`src/rtl/gdp_bitscan_param.sv`:
```
// Parametrised bit-scan GDP: counts ones/zeros or leading/trailing zeros of a
// WIDTH-bit operand, STEP bits per clock, with a start/restart/done handshake.
module gdp_bitscan_param #(
  parameter int unsigned WIDTH = 8,
  parameter int unsigned STEP  = 1,
  localparam int unsigned CNT_W = $clog2(WIDTH + 1)
) (
  input  logic             clock,
  input  logic             reset_n,
  input  logic             start,
  input  logic             restart,
  input  logic [1:0]       mode,
  input  logic [WIDTH-1:0] n_in,
  output logic [CNT_W-1:0] runSum,
  output logic             done,
  output logic             busy
);

  localparam int unsigned NCHUNK = (STEP == 0) ? 1 : WIDTH / STEP;
  localparam int unsigned CW     = $clog2(NCHUNK + 1);

  localparam logic [1:0] ModeOnes  = 2'b00;
  localparam logic [1:0] ModeZeros = 2'b01;
  localparam logic [1:0] ModeLead  = 2'b10;

  if ((WIDTH < 2) || (STEP == 0) || ((WIDTH % STEP) != 0)) begin : g_param_err
    $error("gdp_bitscan_param: WIDTH must be >= 2 and a multiple of STEP");
  end

  typedef enum logic [1:0] {StIdle, StScan, StDone} state_e;

  state_e           state_q, state_d;
  logic [WIDTH-1:0] opnd_q, opnd_d;
  logic [1:0]       mode_q, mode_d;
  logic [CW-1:0]    cnt_q, cnt_d;
  logic [CNT_W-1:0] sum_q, sum_d;

  logic [STEP-1:0]  chunk;
  logic [WIDTH-1:0] shifted;
  logic [CNT_W-1:0] ones, lead, trail, incr;
  logic             last, finish, found;

  // State register.
  always_ff @(posedge clock or negedge reset_n) begin
    if (!reset_n) begin
      state_q <= StIdle;
    end else begin
      state_q <= state_d;
    end
  end

  // Datapath registers: operand, captured mode, chunk counter, accumulator.
  always_ff @(posedge clock or negedge reset_n) begin
    if (!reset_n) begin
      opnd_q <= '0;
      mode_q <= '0;
      cnt_q  <= '0;
      sum_q  <= '0;
    end else begin
      opnd_q <= opnd_d;
      mode_q <= mode_d;
      cnt_q  <= cnt_d;
      sum_q  <= sum_d;
    end
  end

  // Examine the current chunk: popcount and position of the first 1 in scan direction.
  always_comb begin
    chunk   = (mode_q == ModeLead) ? opnd_q[WIDTH-1 -: STEP] : opnd_q[STEP-1:0];
    shifted = (mode_q == ModeLead) ? (opnd_q << STEP) : (opnd_q >> STEP);
    last    = (cnt_q == CW'(NCHUNK - 1));
    ones    = '0;
    lead    = CNT_W'(STEP);
    trail   = CNT_W'(STEP);
    found   = 1'b0;
    for (int i = 0; i < int'(STEP); i++) begin
      ones = ones + CNT_W'(chunk[i]);
      // Ascending loop: the highest set bit is the last to write lead.
      if (chunk[i]) lead = CNT_W'(int'(STEP) - 1 - i);
      if (chunk[i] && !found) begin
        trail = CNT_W'(i);
        found = 1'b1;
      end
    end
    unique case (mode_q)
      ModeOnes: begin
        incr   = ones;
        finish = (shifted == '0) || last;
      end
      ModeZeros: begin
        incr   = CNT_W'(STEP) - ones;
        finish = last;
      end
      default: begin
        // Zero chunk contributes STEP; a 1 ends the scan early.
        incr   = (mode_q == ModeLead) ? lead : trail;
        finish = found || last;
      end
    endcase
  end

  // FSM next-state: restart dominates, start only honoured in idle.
  always_comb begin
    state_d = state_q;
    unique case (state_q)
      StIdle: if (!restart && start) state_d = StScan;
      StScan: begin
        if (restart) state_d = StIdle;
        else if (finish) state_d = StDone;
      end
      StDone: if (restart) state_d = StIdle;
      default: state_d = StIdle;
    endcase
  end

  // Datapath next-state: capture on start, accumulate per chunk, clear on restart.
  always_comb begin
    opnd_d = opnd_q;
    mode_d = mode_q;
    cnt_d  = cnt_q;
    sum_d  = sum_q;
    unique case (state_q)
      StIdle: begin
        if (restart) begin
          sum_d = '0;
        end else if (start) begin
          opnd_d = n_in;
          mode_d = mode;
          cnt_d  = '0;
          sum_d  = '0;
        end
      end
      StScan: begin
        if (restart) begin
          cnt_d = '0;
          sum_d = '0;
        end else begin
          opnd_d = shifted;
          cnt_d  = cnt_q + 1'b1;
          sum_d  = sum_q + incr;
        end
      end
      StDone: if (restart) sum_d = '0;
      default: sum_d = '0;
    endcase
  end

  // Outputs decoded from state; accumulator exposed directly.
  always_comb begin
    runSum = sum_q;
    done   = (state_q == StDone);
    busy   = (state_q == StScan);
  end

endmodule

```
`config.mk`:
```
export PLATFORM = sky130hd
export DESIGN_NAME = gdp_bitscan_param
export DESIGN_NICKNAME = d
export VERILOG_FILES = /design/src/rtl/gdp_bitscan_param.sv
export SDC_FILE = /design/constraint.sdc
export NUM_CORES = 1
export LEC_CHECK = 0
export CAP_MARGIN = 25
export CORE_ASPECT_RATIO = 0.8
export CORE_MARGIN = 10
export CORE_UTILIZATION = 55
export DETAILED_ROUTE_END_ITERATION = 10
export GPL_ROUTABILITY_DRIVEN = 0
export PLACE_DENSITY_LB_ADDON = 0.15
export SYNTH_ARGS = -nofsm -noshare
export SYNTH_HDL_FRONTEND = slang
export SYNTH_SLANG_ARGS = --single-unit
```
`constraint.sdc`:
```
create_clock -name clock -period 2.6 [get_ports clock]
set_input_delay 0.65 -clock clock [delete_from_list [all_inputs] [get_ports clock]]
set_output_delay 0.65 -clock clock [all_outputs]
set_load 0.05 [all_outputs]
```
==> out/metrics.csv <==
metric,value,unit
MaxCap Viol Count,0,
die height,62.0,um
Final Hold Fails,0,
fin crit share,96.2,%
Num Clock Sinks,20,
Yosys Warn Count,0,
final setup vio count,0,
#FFs+latches synth,20,
Post-CTS Setup Bufs,0,
PortBufs,19,
status,completed,
global-route wire length before repair,4.55,mm
die area,4490,um2
syn_area_per_cell,10.1,um2
post-synthesis adder-cell area fraction,3.10,%
clk slew on worst S/H paths,110,ps
CP Capture Type,output pin,
cts hold-fix bufs,0,
crit path time final,2500,ps
drt wl/cell,16.9,um
P per Cell Area,864,nW/um2
post-route setup slack,99.0,ps
Rows,15,
Main synth FF type,dfrtp_1,
VDD IR-drop max,0.000618,V
DRT iter0 DRCs,59,
vias,1000,
nets,156,
Synth Area in XOR/XNOR,1.45,%
Initial Util,57.1,%
Die X,72.5,um
mapped cell area,1210,um2
met2 Track Usage GR,19.8,%
combinational group share of total power,40.9,%
CTS Root Buffer Type,clkbuf_4,
htree depth,1,
Net Sw Frac,42.4,%
critical path arrival,1850,ps
"commonest non-fill, non-tap cells in the layout","dfrtp_1, clkdlybuf4s50_1, nor2_1",
# DRC,0,
vias in the first global route,999,
total wire length,2.74,mm
post-synthesis mux area share,5.99,%
share of layout cells above drive strength 1,9.49,%
Core Region,2120,um2
antenna violations before repair,0,
Fmax,0.400,GHz
min-delay worst type,reg -> reg,
RSZ-0062 raised after global routing,false,
post-DP HPWL,1.97,mm
"most common cell after layout, fill and taps aside",dfrtp_1,
maximum fanout along the worst path,9,
Clock Latency Late Sink,310,ps
Mapped Cells,120,
sequential share of power,46.6,%
Switch Pwr,0.000513,W
pre-CTS setup slack,455,ps
clk buf depth,2,
post-CTS sizing,0,
IO Count,20,
total CTS buffers,3,
largest family of logic cells by synthesized area,simple AND/OR/NAND/NOR gates,
kind of critical path,reg -> out,
Slew @ Worst Pin,505,ps
area grow syn2layout,15.8,%
placed inst area,1380,um2
"EDFF count, synth",0,
complex-gate fraction of the synthesized area,21.0,%
most used routing layer,met2,
DRT Pass-1 Iters,6,
Crit path required time,1950,ps
Final ANT Viol Nets,0,
post-synthesis sequential area ratio,41.3,%
GRT met1 Usage,16.2,%
setup tns final,0,ps
GR Util All Layers,12.5,%
Antenna Cells,0,
Post-Syn Nets,137,
Leakage Power,0.621,nW
post-detailed-route via-to-cell ratio,6.17,
Pint,0.000698,W
Worst Skew,6.76,ps
final instance area,1400,um2
CTS tree,done,
largest net degree at the start of global routing,21,
startpoint type of the worst setup path,flip-flop,
Unique masters post-synth,41,
Final Util,66.1,%
simple-gate area share of the yosys netlist,21.1,%
Max-slew headroom,66.2,%
Final Max Slew Viols,0,
ys async rst share,100,%
met3 Track Usage GR,4.29,%
Clk pwr share,12.5,%
Overflow after GRT,0,
[final timing paths]
| check | slack (ps) | from | endpoint | depth (start not counted) |
|---|---|---|---|---|
| setup / recovery | 100 | state_q[1] | done | 2 |
| hold / removal | 550 | cnt_q[3] | cnt_q[3] | 1 |
| setup reg to reg | 870 | mode_q[1] | runSum[2] | 7 |
| min in group asynchronous | 660 | reset_n | opnd_q[1] | 2 |
| hold reg to reg | 550 | cnt_q[3] | cnt_q[3] | 1 |
| max in group asynchronous | 1720 | reset_n | opnd_q[5] | 2 |
[cells by family after synthesis]
logic type,after synthesis
and+or+nand+nor,44
AOI/OAI and AO/OA,36
DFF,20
buffers and inverters,9
muxes,6
adders and majority gates,3
xor gates and xnor gates,2
[per-stage QoR]
step           instances  hold WS [ps]  total power (W)
2_1_floorplan        120           354         0.000946
3_3_place_gp         159           521          0.00104
3_5_place_dp         159           524          0.00106
4_1_cts              162           551          0.00121
5_1_grt              162           595          0.00129
6_report             162           546          0.00121
[synthesized netlist by cell type, types with 3 or more instances]
| cell type | number | share of area, % |
|---|---|---|
| o31ai_1 | 6 | 3.7 |
| nand3_1 | 5 | 2.1 |
| a21oi_1 | 3 | 1.2 |
| and3b_1 | 6 | 4.3 |
| a211oi_1 | 6 | 3.7 |
| nor2_1 | 14 | 4.3 |
| dfrtp_1 | 20 | 41 |
| nand2_1 | 5 | 1.5 |
| ha_1 | 3 | 3.1 |
| o21ai_0 | 9 | 3.7 |
| nand2b_1 | 3 | 1.5 |
| buf_2 | 3 | 1.2 |
[power by group through the flow]
| stage | clock network [W] | logic [W] | registers, W |
|---|---|---|---|
| after floorplan | 0 | 0.000438 | 0.000509 |
| after global routing | 0.000166 | 0.000549 | 0.000579 |
| final | 0.000152 | 0.000495 | 0.000564 |
| after detailed placement | 0 | 0.000494 | 0.000563 |
| after CTS | 0.000157 | 0.000496 | 0.000556 |
| after global placement | 0 | 0.000480 | 0.000556 |
[state kept, by name (all words and copies together), names as in the netlist]
register  cells
cnt_q         4
runSum        4
opnd_q        8
mode_q        2
state_q       2
[worst max-delay path, cell delays in order, from the launching register on]
cell,delay [ps]
dfrtp_1,500
nor2b_1,220
clkdlybuf4s50_1,830
[layer usage]
layer	up-vias	part of all wire, %
met4	0	0.69
met2	34	44
met3	5	7.5
met1	479	48
met5	-	0
li1	482	-
[final cells by class]
cell class              instances  area (um2)
clock buffers                   3        22.5
fillers                       179         718
inverters                       3        16.3
multi-input cells              91         637
flip-flops and latches         20         500
well taps                      25        31.3
repair buffers                 20         195
Note: power is estimated with default switching activity, not from simulation.
